File: config.mk
export PLATFORM = sky130hd
export DESIGN_NAME = snake_game_ctrl
export DESIGN_NICKNAME = d
export VERILOG_FILES = /design/src/rtl/snake_game_ctrl.sv
export SDC_FILE = /design/constraint.sdc
export NUM_CORES = 1
export LEC_CHECK = 0
export ABC_AREA = 1
export CAP_MARGIN = 10
export CORE_ASPECT_RATIO = 1.25
export CORE_UTILIZATION = 40
export CTS_CLUSTER_SIZE = 16
export DETAILED_ROUTE_END_ITERATION = 8
export GPL_ROUTABILITY_DRIVEN = 1
export PLACE_DENSITY = 0.63
export SLEW_MARGIN = 40
export SYNTH_ARGS = -nofsm -noshare
export SYNTH_HDL_FRONTEND = slang
export SYNTH_SLANG_ARGS = --single-unit
File: constraint.sdc
create_clock -name clk -period 2.3 [get_ports clk]
set_clock_uncertainty 0.05 [all_clocks]
set_input_delay 0.46 -clock clk [delete_from_list [all_inputs] [get_ports clk]]
set_output_delay 0.46 -clock clk [all_outputs]
set_load 0.03 [all_outputs]
File: src/rtl/snake_game_ctrl.sv
// Snake game sequencer: main game FSM, movement tick, reversal-filtered direction,
// score keeping and LFSR-driven prey placement via the body occupancy check.
module snake_game_ctrl #(
    parameter int unsigned                TICK_WIDTH    = 24,
    parameter logic [TICK_WIDTH-1:0]      TICK_PERIOD   = TICK_WIDTH'(2_500_000),
    parameter int unsigned                H_LOGIC_WIDTH = 5,
    parameter int unsigned                V_LOGIC_WIDTH = 5,
    parameter logic [V_LOGIC_WIDTH-1:0]   V_LOGIC_MAX   = V_LOGIC_WIDTH'(23),
    parameter logic [15:0]                LFSR_SEED     = 16'hACE1
) (
    input  logic                     clk,
    input  logic                     rst,
    input  logic                     btn_start,
    input  logic [1:0]               key_dir,
    input  logic                     key_vld,
    output logic                     body_rst,
    output logic                     body_enb,
    output logic                     body_valid,
    output logic [1:0]               body_direction,
    input  logic                     body_score,
    input  logic                     body_lose,
    output logic [H_LOGIC_WIDTH-1:0] preyx,
    output logic [V_LOGIC_WIDTH-1:0] preyy,
    output logic                     prey_vld,
    input  logic                     prey_res,
    input  logic                     prey_res_vld,
    output logic [7:0]               score,
    output logic [1:0]               game_state
);

    localparam int unsigned LFSR_WIDTH = 16;
    localparam logic [LFSR_WIDTH-1:0] LFSR_MASK = 16'hB400;
    localparam logic [1:0] DIR_RIGHT = 2'b01;
    localparam logic [1:0] INIT_LAST = 2'd3;
    localparam logic [2:0] WAIT_LAST = 3'd7;

    typedef enum logic [1:0] {
        S_IDLE = 2'b00,
        S_INIT = 2'b01,
        S_PLAY = 2'b10,
        S_OVER = 2'b11
    } state_e;

    typedef enum logic [1:0] {
        P_IDLE = 2'b00,
        P_REQ  = 2'b01,
        P_WAIT = 2'b10
    } pstate_e;

    state_e                     state_q, state_d;
    pstate_e                    pstate_q, pstate_d;
    logic [1:0]                 init_cnt_q, init_cnt_d;
    logic [2:0]                 wait_cnt_q, wait_cnt_d;
    logic [TICK_WIDTH-1:0]      tick_cnt_q, tick_cnt_d;
    logic [LFSR_WIDTH-1:0]      lfsr_q, lfsr_d;
    logic [1:0]                 cur_dir_q, cur_dir_d;
    logic [1:0]                 pend_dir_q, pend_dir_d;
    logic [7:0]                 score_q, score_d;
    logic [H_LOGIC_WIDTH-1:0]   preyx_q, preyx_d;
    logic [V_LOGIC_WIDTH-1:0]   preyy_q, preyy_d;
    logic                       body_rst_q, body_rst_d;
    logic                       body_valid_q, body_valid_d;
    logic                       prey_vld_q, prey_vld_d;

    logic [V_LOGIC_WIDTH-1:0]   y_raw_c;
    logic [V_LOGIC_WIDTH-1:0]   cand_y_c;
    logic [1:0]                 ref_dir_c;

    // Candidate row folded back into the visible field
    assign y_raw_c  = lfsr_q[H_LOGIC_WIDTH +: V_LOGIC_WIDTH];
    assign cand_y_c = (y_raw_c > V_LOGIC_MAX)
                    ? y_raw_c - V_LOGIC_WIDTH'(V_LOGIC_MAX + 1'b1)
                    : y_raw_c;

    always_ff @(posedge clk) begin
        if (rst) begin
            state_q      <= S_IDLE;
            pstate_q     <= P_IDLE;
            init_cnt_q   <= '0;
            wait_cnt_q   <= '0;
            tick_cnt_q   <= '0;
            lfsr_q       <= LFSR_SEED;
            cur_dir_q    <= DIR_RIGHT;
            pend_dir_q   <= DIR_RIGHT;
            score_q      <= '0;
            preyx_q      <= '0;
            preyy_q      <= '0;
            body_rst_q   <= 1'b0;
            body_valid_q <= 1'b0;
            prey_vld_q   <= 1'b0;
        end else begin
            state_q      <= state_d;
            pstate_q     <= pstate_d;
            init_cnt_q   <= init_cnt_d;
            wait_cnt_q   <= wait_cnt_d;
            tick_cnt_q   <= tick_cnt_d;
            lfsr_q       <= lfsr_d;
            cur_dir_q    <= cur_dir_d;
            pend_dir_q   <= pend_dir_d;
            score_q      <= score_d;
            preyx_q      <= preyx_d;
            preyy_q      <= preyy_d;
            body_rst_q   <= body_rst_d;
            body_valid_q <= body_valid_d;
            prey_vld_q   <= prey_vld_d;
        end
    end

    always_comb begin
        state_d      = state_q;
        pstate_d     = pstate_q;
        init_cnt_d   = init_cnt_q;
        wait_cnt_d   = wait_cnt_q;
        tick_cnt_d   = tick_cnt_q;
        cur_dir_d    = cur_dir_q;
        pend_dir_d   = pend_dir_q;
        score_d      = score_q;
        preyx_d      = preyx_q;
        preyy_d      = preyy_q;
        body_rst_d   = 1'b0;
        body_valid_d = 1'b0;
        prey_vld_d   = 1'b0;
        lfsr_d       = {1'b0, lfsr_q[LFSR_WIDTH-1:1]} ^ (lfsr_q[0] ? LFSR_MASK : '0);

        // Movement tick, frozen while a prey search is running; a loss kills the step
        if (state_q == S_PLAY && pstate_q == P_IDLE) begin
            if (tick_cnt_q == TICK_PERIOD - TICK_WIDTH'(1)) begin
                tick_cnt_d   = '0;
                body_valid_d = !body_lose;
            end else begin
                tick_cnt_d = tick_cnt_q + TICK_WIDTH'(1);
            end
        end

        // Compare against the direction that will be current after this edge
        ref_dir_c = body_valid_d ? pend_dir_q : cur_dir_q;
        if (body_valid_d) begin
            cur_dir_d = pend_dir_q;
        end
        if (key_vld && (key_dir != ~ref_dir_c)) begin
            pend_dir_d = key_dir;
        end

        case (pstate_q)
            P_REQ: begin
                preyx_d    = lfsr_q[H_LOGIC_WIDTH-1:0];
                preyy_d    = cand_y_c;
                prey_vld_d = 1'b1;
                wait_cnt_d = '0;
                pstate_d   = P_WAIT;
            end
            P_WAIT: begin
                if (prey_res_vld) begin
                    pstate_d = prey_res ? P_REQ : P_IDLE;
                end else if (wait_cnt_q == WAIT_LAST) begin
                    pstate_d = P_REQ;
                end else begin
                    wait_cnt_d = wait_cnt_q + 3'd1;
                end
            end
            default: ;
        endcase

        case (state_q)
            S_IDLE, S_OVER: begin
                if (btn_start) begin
                    state_d    = S_INIT;
                    init_cnt_d = '0;
                    body_rst_d = 1'b1;
                    score_d    = '0;
                    cur_dir_d  = DIR_RIGHT;
                    pend_dir_d = DIR_RIGHT;
                    pstate_d   = P_IDLE;
                end
            end
            S_INIT: begin
                if (init_cnt_q == INIT_LAST) begin
                    state_d    = S_PLAY;
                    tick_cnt_d = '0;
                    pstate_d   = P_REQ;
                end else begin
                    init_cnt_d = init_cnt_q + 2'd1;
                end
            end
            S_PLAY: begin
                if (body_lose) begin
                    state_d  = S_OVER;
                    pstate_d = P_IDLE;
                end else if (body_score) begin
                    score_d  = (score_q == 8'hFF) ? 8'hFF : score_q + 8'd1;
                    pstate_d = P_REQ;
                end
            end
            default: ;
        endcase
    end

    assign body_rst       = body_rst_q;
    assign body_enb       = (state_q == S_INIT) || (state_q == S_PLAY);
    assign body_valid     = body_valid_q;
    assign body_direction = pend_dir_q;
    assign preyx          = preyx_q;
    assign preyy          = preyy_q;
    assign prey_vld       = prey_vld_q;
    assign score          = score_q;
    assign game_state     = state_q;

endmodule

Yosys cells after proc, flatten, opt, wreduce, memory -nomap -nowiden
Index checks and enable logic that the tools add are counted.
{"block": "classes", "n_addsub": 5, "multipliers": 0, "div": 0, "order_cmp": 1, "eq_ne": 18, "n_shift": 0, "mux": 40, "bitwise_logic": 3, "n_reduce_logical": 15}
{"op": "2-to-1 mux 24 bit", "count": 4}
{"op": "2-to-1 mux 2 bit", "count": 17}
{"op": "2-to-1 mux 8 bit", "count": 4}
{"op": "adder 24 x 1 -> 24 bit (second input constant)", "count": 1}
{"op": "== test 24 x 22 -> 1 bit (second input constant)", "count": 1}
{"op": "2-to-1 mux 16 bit", "count": 1}
{"op": "!= test 2 bit (second input constant)", "count": 8}
{"op": "case mux 8 bit (2 select lines)", "count": 1}
{"op": "bitwise XOR 15 x 16 -> 16 bit", "count": 1}
{"op": "case mux 2 bit (3 select lines)", "count": 2}
{"op": "AND reduction 3 bit", "count": 3}
{"op": "adder 8 x 1 -> 8 bit (second input constant)", "count": 1}
{"op": "== test 2 bit (second input constant)", "count": 4}
{"op": "== test 8 bit (second input constant)", "count": 1}
{"op": "case mux 2 bit (2 select lines)", "count": 2}
{"op": "2-to-1 mux 3 bit", "count": 2}
{"op": "case mux 3 bit (2 select lines)", "count": 1}
{"op": "nonzero test 2 bit", "count": 3}
{"op": "greater-than comparator 5 bit (second input constant)", "count": 1}
{"op": "2-to-1 mux 1 bit", "count": 5}
{"op": "2-to-1 mux 5 bit", "count": 1}
{"op": "subtractor 5 bit (second input constant)", "count": 1}
{"op": "== test 2 x 1 -> 1 bit (second input constant)", "count": 2}
{"op": "logical NOT 2 bit", "count": 2}
{"op": "11 further kinds", "count": 13}
{"block": "totals", "reg_bits": 74, "latchBits": 0, "mem_bits_rw": 0, "rom_bits": 0, "in_bits": 10, "output_inout_bits": 26, "elab_cells": 96, "mem_count": 0}

Longest topological paths before layout
{"block": "logic_depth", "ltp_word": 10, "ltp_mapped": 16}

Worst setup path after synthesis
Ideal clock, no wire load.
{"block": "synth_timing", "kind": "register to register", "start": "reg state_q[0] (netlist: game_state[0])", "end": "reg score_q[5] (netlist: score[5])", "setup_ns": 0.070, "t_arrival_ns": 2.000, "t_required_ns": 2.180, "slack_ns": 0.180, "path_stages_with_launch": 11, "n_path_buf": 0, "synth_period_minus_slack_ns": 2.120, "cell_sequence": "dfxtp_1 inv_1 ha_1 inv_1 o21ai_0 nand2_2 nor2_4 nand2_1 nand3_1 nand2_1 a21oi_1"}
{"block": "synth_via", "elab_chain_cells": 4, "elab_cells_between_ends": 10, "cone_classes": "eq/ne (5); mux (1); reduce/logical (4)"}
{"element": "start, declared", "line": "50", "source": "state_e state_q, state_d;"}
{"element": "start signal, assigned", "line": "92", "source": "state_q <= state_d;"}
{"element": "== test 2 bit or logical NOT 2 bit (tied branches)", "line": "164", "source": "case (state_q)"}
{"element": "OR reduction 2 bit", "line": "164"}
{"element": "!= test 2 bit (no source line) or nonzero test 2 bit (tied branches)"}
{"element": "AND reduction 4 bit (no source line)"}
{"element": "end signal, assigned", "line": "100", "source": "score_q <= score_d;"}
{"element": "end, declared", "line": "58", "source": "logic [7:0] score_q, score_d;"}
Several ways; a longest one is shown, not always the timed one.
A chain may end at the register's enable or synchronous reset.

Final worst setup path
{"block": "layout_timing", "start": "reg state_q[0] (netlist: game_state[0])", "end": "out body_enb"}
{"block": "layout_via", "elab_chain_cells": 2, "elab_cells_between_ends": 3, "cone_classes": "eq/ne (2); reduce/logical (1)"}
{"element": "== test 2 x 1 -> 1 bit or == test 2 bit (tied branches)", "line": "199", "source": "assign body_enb = (state_q == S_INIT) || (state_q == S_PLAY);"}
{"element": "logical OR 1 bit (*)", "line": "199"}
{"element": "end, declared", "line": "17", "source": "output logic body_enb,"}
Mark *: on every way between the ends. The rest lies on a longest branch, timed or not.

==> results.md <==
- Final GP Congestion: 0.906
- Max Clock Freq: 0.452 GHz
- Root Driver: clkbuf_8
- RSZ-0062 raised after global routing: no
- Core ar.: 8290 um2
- R2R Setup Slk: 270 ps
- Final wirelength: 7.22 mm
- Syn Nets: 485
- CTS tree: done
- Fraction of layout cells with a size suffix above 1: 8.77%
- Mean routed wirelength per cell: 11.8 um
- Die width: 84.8 um
- Max_slew headroom: 67.9%
- Synth top area cells: dfxtp_1, nand2_1, inv_1, nor2_1, a21oi_1
- Initial Util: 41.3%
- Slowest Stage Delay on Critical Path: 430 ps
- Hold Path Depth: 2
- Total Neg Setup Slack: 0 ps
- Crit path launch type: flip-flop
- Global-route wire length before repair: 12.5 mm
- # diodes: 0
- Crit path max fanout: 5
- GRT Total Usage: 17.3%
- Top routing layer in use: met4
- Pwr Density: 805 nW/um2
- FP Rows: 37
- M1 WL: 3.39 mm
- Fill count: 830
- Final Non-Filler Cells: 610
- Clock period minus worst slack: 2210 ps
- Most frequent cells in the layout: nand2_1, dfxtp_1, inv_1
- Top-area cell type share of the netlist area: 43.2%
- Largest net degree at the start of global routing: 25
- Post-layout util: 49.9%
- Area grow syn2layout: 20.7%
- Via count: 2996
- Final hold vios: 0
- Post-Place Cells: 594
- Top cell by count, worst path: inv_1
- Pre-antenna DRT Iters: 6
- Met2 routed WL: 3.42 mm
- Clock tree sinks: 74
- Element type at the critical path end: primary output
- Final Setup Violations: 0
- Pins Over Slew Limit: 0
- Initial DRC Count: 134
- Crit path DAT: 1700 ps
- Fin nets: 531
- Hold Crit Class: flip-flop to flip-flop
- Leak pwr: 1.71 nW
- Status: completed
- Synthesized area: 3430 um2
- Seq cells post-synth: 74
- Worst slew pin tran: 479 ps
- Routed met3 length: 260 um
- Synth warn: 0
- Reg-to-Reg End: body_direction[1]
- RR Startpoint: game_state[0]
- Final critical-path share of the clock period: 96.2%
- Dominant cell type by area after synthesis: dfxtp_1
- Worst Setup Path Type: flip-flop to primary output
- Count of cell types in the netlist: 36
- Deepest clock path buffer count: 2
- Routed Antenna Nets: 0
- WHS: 361 ps
- Crit path max-delay cell type: dlygate4sd2_1
- Die Ht: 105 um
- Commonest non-fill, non-tap cell in the layout: nand2_1
- Cell chain of the critical path: inv_1 > ha_1 > inv_1 > dlygate4sd2_1
- Num ports: 36
- DP HPWL: 5.35 mm
- WP data required: 1790 ps
- Gr ovfl total: 0
- Maximum VDD drop: 0.624 mV
- Hold_sp: lfsr_q[15]
- Initial antenna violation count: 0
- R2R depth: 15
- Mapped Avg Cell Area: 7.42 um2
- Max-cap violations: 0
- Clk pin slew, worst setup/hold paths: 80 ps
- Hold EP: lfsr_q[14]
- DR vias/cell: 4.91
- DRC violations left: 0
- Number of port buffers: 35
- Clk_lat worst skew: 340 ps
- H-tree levels: 3
- Die ar.: 8940 um2
- Mapped Cells: 462
- Seq/Total Area, Yosys: 43.2%
- Vias in the first global route: 2888
- Inserted Clock Buffers: 9
[Yosys cell counts]
| cell | count |
|---|---|
| nand3_2 | 3 |
| a211oi_1 | 4 |
| clkbuf_1 | 7 |
| a41oi_1 | 1 |
| o21ai_0 | 34 |
| inv_1 | 72 |
| or3_1 | 1 |
| nor3b_1 | 1 |
| o211ai_1 | 4 |
| a21oi_1 | 35 |
| a31oi_1 | 3 |
| nor2_1 | 52 |
| nand2_2 | 7 |
| nand2_1 | 84 |
| a32oi_1 | 1 |
| nand3_1 | 18 |
| nor2_2 | 2 |
| nor3_1 | 13 |
| nor2_4 | 3 |
| nand4_1 | 8 |
| clkinv_2 | 1 |
| or2_2 | 1 |
| xnor2_1 | 2 |
| o31ai_1 | 1 |
| buf_2 | 1 |
| xor2_1 | 6 |
| o311ai_1 | 1 |
| ha_1 | 13 |
| o211a_1 | 1 |
| nor3_4 | 1 |
| o21bai_1 | 1 |
| nor4_1 | 2 |
| dfxtp_1 | 74 |
| o21ai_1 | 1 |
| nand3b_4 | 1 |
| nor3_2 | 2 |
[stage by stage]
stage,area (um2),power (mW),setup WS (ps)
floorplan,3430,2.01,180
global placement,3930,2.30,232
detailed placement,3930,2.31,181
CTS,4130,3.37,60.6
global route,4130,3.53,5.98
finish,4130,3.33,88.2
[power by group]
part	internal, mW	switching (mW)
combinational	0.301	0.543
sequential	1.37	0.0651
clock	0.522	0.528
total	2.19	1.14
[worst max-delay path, delay by kind of cell (launching register included)]
family                     cells  cell delay [ps]
adders and majority gates      1              320
DFF                            1              420
buffers and inverters          3              630
[cells by family after synthesis]
logic type	synth area share, %
XOR/XNOR	2.05
AO/OA/AOI/OAI	14.0
AND/OR/NAND/NOR	27.0
flip-flops	43.2
adder cells (fa/ha/maj)	4.75
buffers and inverters	8.95
[metal layers]
metal  vias up  GRT usage [%]
li1       1587              -
met1      1350           21.1
met2        46           29.0
met3        13           3.92
met4         0           7.38
met5         -              0
[sequential cells by signal (all words and copies together), names as in the netlist, 2 cells and up]
name / cells
wait_cnt_q: 3
cur_dir_q: 2
pstate_q: 2
init_cnt_q: 2
score: 8
tick_cnt_q: 24
lfsr_q: 16
body_direction: 2
preyx: 5
game_state: 2
preyy: 5
[layout make-up]
cell class                 instances  area (um2)  share of cell area, %
multi-input combinational        307        1640                   39.6
sequential                        74        1480                   35.8
timing repair buffer              43         409                   9.90
inverter                          73         275                   6.66
clock buffer                       9         124                   3.00
tap                               97         121                   2.94
clock inverter                     7        85.1                   2.06
[how the worst max path moves through the flow]
| stage | slack (ps) | cells past startpoint | to | start |
|---|---|---|---|---|
| global route | 6 | 4 | body_enb | game_state[0] |
| floorplan | 180 | 10 | score[5] | game_state[0] |
| CTS | 60 | 4 | body_enb | game_state[0] |
| finish | 90 | 4 | body_enb | game_state[0] |
| global placement | 230 | 4 | body_enb | game_state[0] |
| detailed placement | 180 | 4 | body_enb | game_state[0] |
[repair_timing]
action,in CTS,in global routing
hold buffers,0,0
endpoints found under the setup margin,1,0
setup buffers,0,0
gates resized for setup,1,0
Note: power is estimated with default switching activity, not from simulation.
